### src/rtl/counter_pkg.sv
// rtl/counter_pkg.sv - shared width default and alarm FSM state type
package counter_pkg;

    localparam int W_DEFAULT = 32;

    typedef enum logic [0:0] {
        ST_IDLE  = 1'b0,
        ST_ARMED = 1'b1
    } alarm_state_t;

endpackage

### src/rtl/ts_fifo.sv
// rtl/ts_fifo.sv - synchronous timestamp FIFO, W x DEPTH
//  clk/rst       : clock, synchronous active-high reset (flushes pointers)
//  push/din      : write request and data; ignored when full unless popping
//  pop           : read request; ignored when empty
//  dout          : head entry, forced to 0 while empty
//  full/empty    : occupancy flags
module ts_fifo
    import counter_pkg::*;
#(
    parameter int W     = W_DEFAULT,
    parameter int DEPTH = 4
) (
    input  logic         clk,
    input  logic         rst,
    input  logic         push,
    input  logic [W-1:0] din,
    input  logic         pop,
    output logic [W-1:0] dout,
    output logic         full,
    output logic         empty
);

    localparam int AW = $clog2(DEPTH);
    localparam logic [AW:0] FULL_COUNT = (AW + 1)'(DEPTH);

    logic [W-1:0]  mem [DEPTH];
    logic [AW-1:0] wr_ptr;
    logic [AW-1:0] rd_ptr;
    logic [AW:0]   count;
    logic          do_push;
    logic          do_pop;

    assign empty   = (count == '0);
    assign full    = (count == FULL_COUNT);
    assign do_pop  = pop && !empty;
    // A pop in the same cycle frees the slot, so a full FIFO still accepts.
    assign do_push = push && (!full || do_pop);
    assign dout    = empty ? '0 : mem[rd_ptr];

    always_ff @(posedge clk) begin
        if (do_push) begin
            mem[wr_ptr] <= din;
        end
    end

    always_ff @(posedge clk) begin
        if (rst) begin
            wr_ptr <= '0;
            rd_ptr <= '0;
            count  <= '0;
        end else begin
            if (do_push) begin
                wr_ptr <= wr_ptr + AW'(1);
            end
            if (do_pop) begin
                rd_ptr <= rd_ptr + AW'(1);
            end
            case ({do_push, do_pop})
                2'b10:   count <= count + (AW + 1)'(1);
                2'b01:   count <= count - (AW + 1)'(1);
                default: count <= count;
            endcase
        end
    end

endmodule

### src/rtl/counter_alarm.sv
// rtl/counter_alarm.sv - compare alarm and event timestamp capture on the COUNTER timebase
//  CLOCK, RST                      : clock, synchronous active-high reset
//  COUNTER                         : free-running timebase input
//  CFG_VALID/CFG_READY             : config handshake; CFG_DISARM, CFG_CMP, CFG_PERIOD payload
//  ARMED, ALARM, LATE              : alarm state, one-cycle alarm pulse, late qualifier
//  EVT                             : event level, rising edge timestamped
//  TS_VALID/TS_READY/TS_DATA       : timestamp FIFO drain port
//  TS_DROP                         : one-cycle pulse when a capture is lost to a full FIFO
module counter_alarm
    import counter_pkg::*;
#(
    parameter int W          = W_DEFAULT,
    parameter int FIFO_DEPTH = 4
) (
    input  logic         CLOCK,
    input  logic         RST,
    input  logic [W-1:0] COUNTER,
    input  logic         CFG_VALID,
    output logic         CFG_READY,
    input  logic         CFG_DISARM,
    input  logic [W-1:0] CFG_CMP,
    input  logic [W-1:0] CFG_PERIOD,
    output logic         ARMED,
    output logic         ALARM,
    output logic         LATE,
    input  logic         EVT,
    output logic         TS_VALID,
    input  logic         TS_READY,
    output logic [W-1:0] TS_DATA,
    output logic         TS_DROP
);

    alarm_state_t state;
    logic [W-1:0] cmp;
    logic [W-1:0] per;
    logic [W-1:0] diff;
    logic         cfg_fire;
    logic         due;

    logic         evt_q;
    logic         rise;
    logic         ts_pop;
    logic         fifo_full;
    logic         fifo_empty;

    assign cfg_fire = CFG_VALID && CFG_READY;
    assign ARMED    = (state == ST_ARMED);

    // Modular distance to the compare point: a clear MSB means COUNTER is at
    // or past CMP within half the counter range, which keeps the test wrap-safe.
    assign diff = COUNTER - cmp;
    assign due  = ARMED && !diff[W-1];

    always_ff @(posedge CLOCK) begin
        if (RST) begin
            CFG_READY <= 1'b0;
        end else begin
            CFG_READY <= 1'b1;
        end
    end

    always_ff @(posedge CLOCK) begin
        if (RST) begin
            state <= ST_IDLE;
            cmp   <= '0;
            per   <= '0;
            ALARM <= 1'b0;
            LATE  <= 1'b0;
        end else begin
            ALARM <= 1'b0;
            LATE  <= 1'b0;
            // A new configuration overrides any alarm due in the same cycle.
            if (cfg_fire) begin
                if (CFG_DISARM) begin
                    state <= ST_IDLE;
                end else begin
                    cmp   <= CFG_CMP;
                    per   <= CFG_PERIOD;
                    state <= ST_ARMED;
                end
            end else if (due) begin
                ALARM <= 1'b1;
                LATE  <= (diff != '0);
                if (per == '0) begin
                    state <= ST_IDLE;
                end else begin
                    // Advancing by one period per cycle gives the catch-up
                    // burst when the compare time fell far behind COUNTER.
                    cmp <= cmp + per;
                end
            end
        end
    end

    // evt_q resets high so a level already asserted at reset release is not an edge.
    assign rise   = EVT && !evt_q;
    assign ts_pop = TS_VALID && TS_READY;

    always_ff @(posedge CLOCK) begin
        if (RST) begin
            evt_q   <= 1'b1;
            TS_DROP <= 1'b0;
        end else begin
            evt_q   <= EVT;
            TS_DROP <= rise && fifo_full && !ts_pop;
        end
    end

    ts_fifo #(
        .W     (W),
        .DEPTH (FIFO_DEPTH)
    ) u_ts_fifo (
        .clk   (CLOCK),
        .rst   (RST),
        .push  (rise),
        .din   (COUNTER),
        .pop   (ts_pop),
        .dout  (TS_DATA),
        .full  (fifo_full),
        .empty (fifo_empty)
    );

    assign TS_VALID = !fifo_empty;

endmodule

### config.mk
export PLATFORM = sky130hd
export DESIGN_NAME = counter_alarm
export DESIGN_NICKNAME = d
export VERILOG_FILES = /design/src/rtl/counter_pkg.sv /design/src/rtl/ts_fifo.sv /design/src/rtl/counter_alarm.sv
export SDC_FILE = /design/constraint.sdc
export NUM_CORES = 1
export LEC_CHECK = 0
export ABC_AREA = 1
export CAP_MARGIN = 20
export CORE_MARGIN = 10
export CORE_UTILIZATION = 50
export DETAILED_ROUTE_END_ITERATION = 6
export PLACE_DENSITY = 0.72
export SYNTH_ARGS = -nofsm -noshare
export SYNTH_HDL_FRONTEND = slang
export SYNTH_HIERARCHICAL = 1
export SYNTH_SLANG_ARGS = --single-unit
### constraint.sdc
create_clock -name CLOCK -period 3.8 [get_ports CLOCK]
set_input_delay 0.95 -clock CLOCK [delete_from_list [all_inputs] [get_ports CLOCK]]
set_output_delay 0.95 -clock CLOCK [all_outputs]
set_load 0.02 [all_outputs]
==> metrics.cfg <==
[power]
p_per_area_nw_per_um2 = 389
total_power_mw = 6.01
leakage_nw = 6.93
ir_drop_mv = 0.323

[finish]
drive_above_1_share = 0.0483
fin_cells = 2295
fillers = 2396
final_area_um2 = 15400
finalNetCount = 2124
areaGrowthSynthToFinish_pct = 19.3
antenna_cells = 0

[worst_setup_path]
cp_top_family = buffers and inverters
crit_required_ps = 2850
cp-start-kind = flip-flop
cpMostUsedCell = nor2_1
crit_path_cell_trace = buf_12 > nor2_1 > nor2_1 > o21ai_0 > a21oi_1 > clkdlybuf4s50_1
worstPathArrival_ps = 2600
crit_buf_inv = 2
crit_slowest_cell = clkdlybuf4s50_1
cp-end-kind = output pin
cp_slowest_stage_delay_ps = 670
worstPathMaxFanout = 54
crit_type = reg -> out

[grt]
grt_pass1_wl_mm = 59.5
antenna_found_initial = 0
grt_max_degree = 55
grt_pass1_vias = 11500
grt-ovfl-total = 0
grt_use_total = 0.218

[logic_synthesis]
synth_ff_type = edfxtp_1
yosysSeqAreaShare = 0.419
async_reset_ff_frac = 0
syn_area_per_cell_um2 = 7.16
netlist_instances = 1809
synth_most_common_cell = nand2_1
synth.area.top_cells = edfxtp_1 30%, nand2_1 13%, dfxtp_1 12%
synth_nets = 1980
synth_edf_count = 128
synth_top_area_frac = 0.297
synth-warning-count = 6
synth_largest_area_cell = edfxtp_1
synth_cell_types = 42
synth_common_cells = 451 x nand2_1, 344 x nor2_1, 232 x inv_1
syn-cell-area_um2 = 13000
ys_seq_elements = 207

[timing]
setup_viol = 0
rsz0062_at_grt = no
relSlewSlack = 0.603
fin_crit_sh = 0.933
hold_viol_final = 0
maxSlewViolCount = 0
fin_skew_ps = 29.5
tightest_slew_ps = 595
max_freq_ghz = 0.282
whs_ps = 470
min_period_ps = 3550

[cts]
cts_buffers = 23
cts_tree = done
clockRootBuffer = clkbuf_16
clockBufferDepth = 3
cts_hold_buf = 0
clkLatencyLatePin_ps = 530
ctsResizeCount = 0
cts.clk_slew.worst_paths_ps = 60
cts_setup_buffers = 0
cts-htree-levels = 1
cts.sinks = 207

[place]
gp_congestion = 0.973
dpl.hpwl_mm = 28.8
port_buffers = 139
place_inst = 2257
place_area_um2 = 14700

[floorplanning]
die_w_um = 181
row_count = 58
ios = 140
die_y_um = 181
start_util = 0.511
die_area_um2 = 32700
core_area_um2 = 25300

[route]
drc = 0
wirelength_mm = 37.1
wire_per_inst_um = 16.2
antenna_left = 0
drtIter0Drc = 957
via_per_inst = 5.20
first_pass_iters = 5
vias = 11900

[min_path]
min_path_type = reg -> reg

[flow_run]
drv_cap = 0

[status]
status = finished, final reports clean

==> registers in the layout, indices dropped and copies added (netlist names), 2 cells and up, named ones only <==
| register | count |
|---|---|
| u_ts_fifo/mem | 128 |
| cmp | 32 |
| per | 32 |
| u_ts_fifo/count | 3 |
| u_ts_fifo/rd_ptr | 2 |
| u_ts_fifo/wr_ptr | 2 |
==> metal layers <==
metal	track usage	wire length, µm
met1	0.295	17200
met2	0.362	17100
met3	0.0322	2060
met4	0.0498	746
met5	0	0
==> cells in the final DEF, fill, tap and decap left out, drive strengths merged, types with 3 or more instances in the layout <==
cell type and n:
xor2 10, clkinv 7, dfxtp 79, nand3b 7, nand3 82, nor4 8
a21oi 116, nand4 13, fa 3, edfxtp 128, nor2 346, o21ai 151
inv 239, and2 4, clkbuf 25, buf 27, xnor2 7, nor3 21
or2 8, ha 66, clkdlybuf4s50 139, nand2 462, o21a 3
==> cell families (layout without fill, tap and decap cells) <==
| group | count (synthesis) | after routing | synth area share |
|---|---|---|---|
| AO/OA/AOI/OAI | 278 | 278 | 0.111 |
| XOR/XNOR | 17 | 17 | 0.0115 |
| adder cells (fa/ha/maj) | 69 | 69 | 0.0684 |
| buffers and inverters | 284 | 440 | 0.0899 |
| flip-flops | 207 | 207 | 0.419 |
| multiplexers | 2 | 2 | 0.00155 |
| AND/OR/NAND/NOR | 952 | 952 | 0.299 |
==> through the flow <==
step           worst slack [ps]  utilization  TNS, ps
6_report                    255        0.610        0
5_1_grt                     156        0.610        0
4_1_cts                    61.3        0.609        0
3_5_place_dp              -82.3        0.581    -82.3
3_3_place_gp              -50.1        0.581    -50.1
2_1_floorplan               589            -        0
==> worst reg2reg max path, stage by stage (launching register included) <==
cell and delay (ps):
dfxtp_1 400, ha_1 190, inv_1 50, fa_1 410
o21ai_0 480, nand2_1 100, nand2_1 190, nand2_1 70
nand2_1 150, nand2_1 90, a21oi_1 130, nor2_1 60
nor2_1 190, nand2_1 80, nand2_1 60, nor2_1 40
==> area by class of cell <==
class                   instances  area [µm²]  share of cell area
clock inverters                12         120             0.00778
repair buffers                166        1640               0.106
well taps                     330         413              0.0267
multi-input cells            1318        6370               0.412
inverters                     237         895              0.0579
flip-flops and latches        207        5430               0.351
clock buffers                  25         583              0.0377
==> power by group <==
group          internal [mW]  switching [mW]  total (mW)
logic                  0.529           0.853        1.38
clock network           1.24           0.870        2.11
registers               2.46          0.0627        2.52
total                   4.22            1.79        6.01
==> path summary, 6_finish.rpt <==
kind | start | to | slack [ps] | cells after the start
max reg2reg | cmp[0]$_SDFFE_PP0P_ | cmp[18]$_SDFFE_PP0P_ | 1020 | 15
min reg2reg | u_ts_fifo/rd_ptr[0]$_SDFFE_PP0P_ | flip-flop | 470 | 1
max | flip-flop | TS_DATA[0] | 250 | 6
min | u_ts_fifo/rd_ptr[0]$_SDFFE_PP0P_ | flip-flop | 470 | 1
Power figures use the tool's default switching activity.
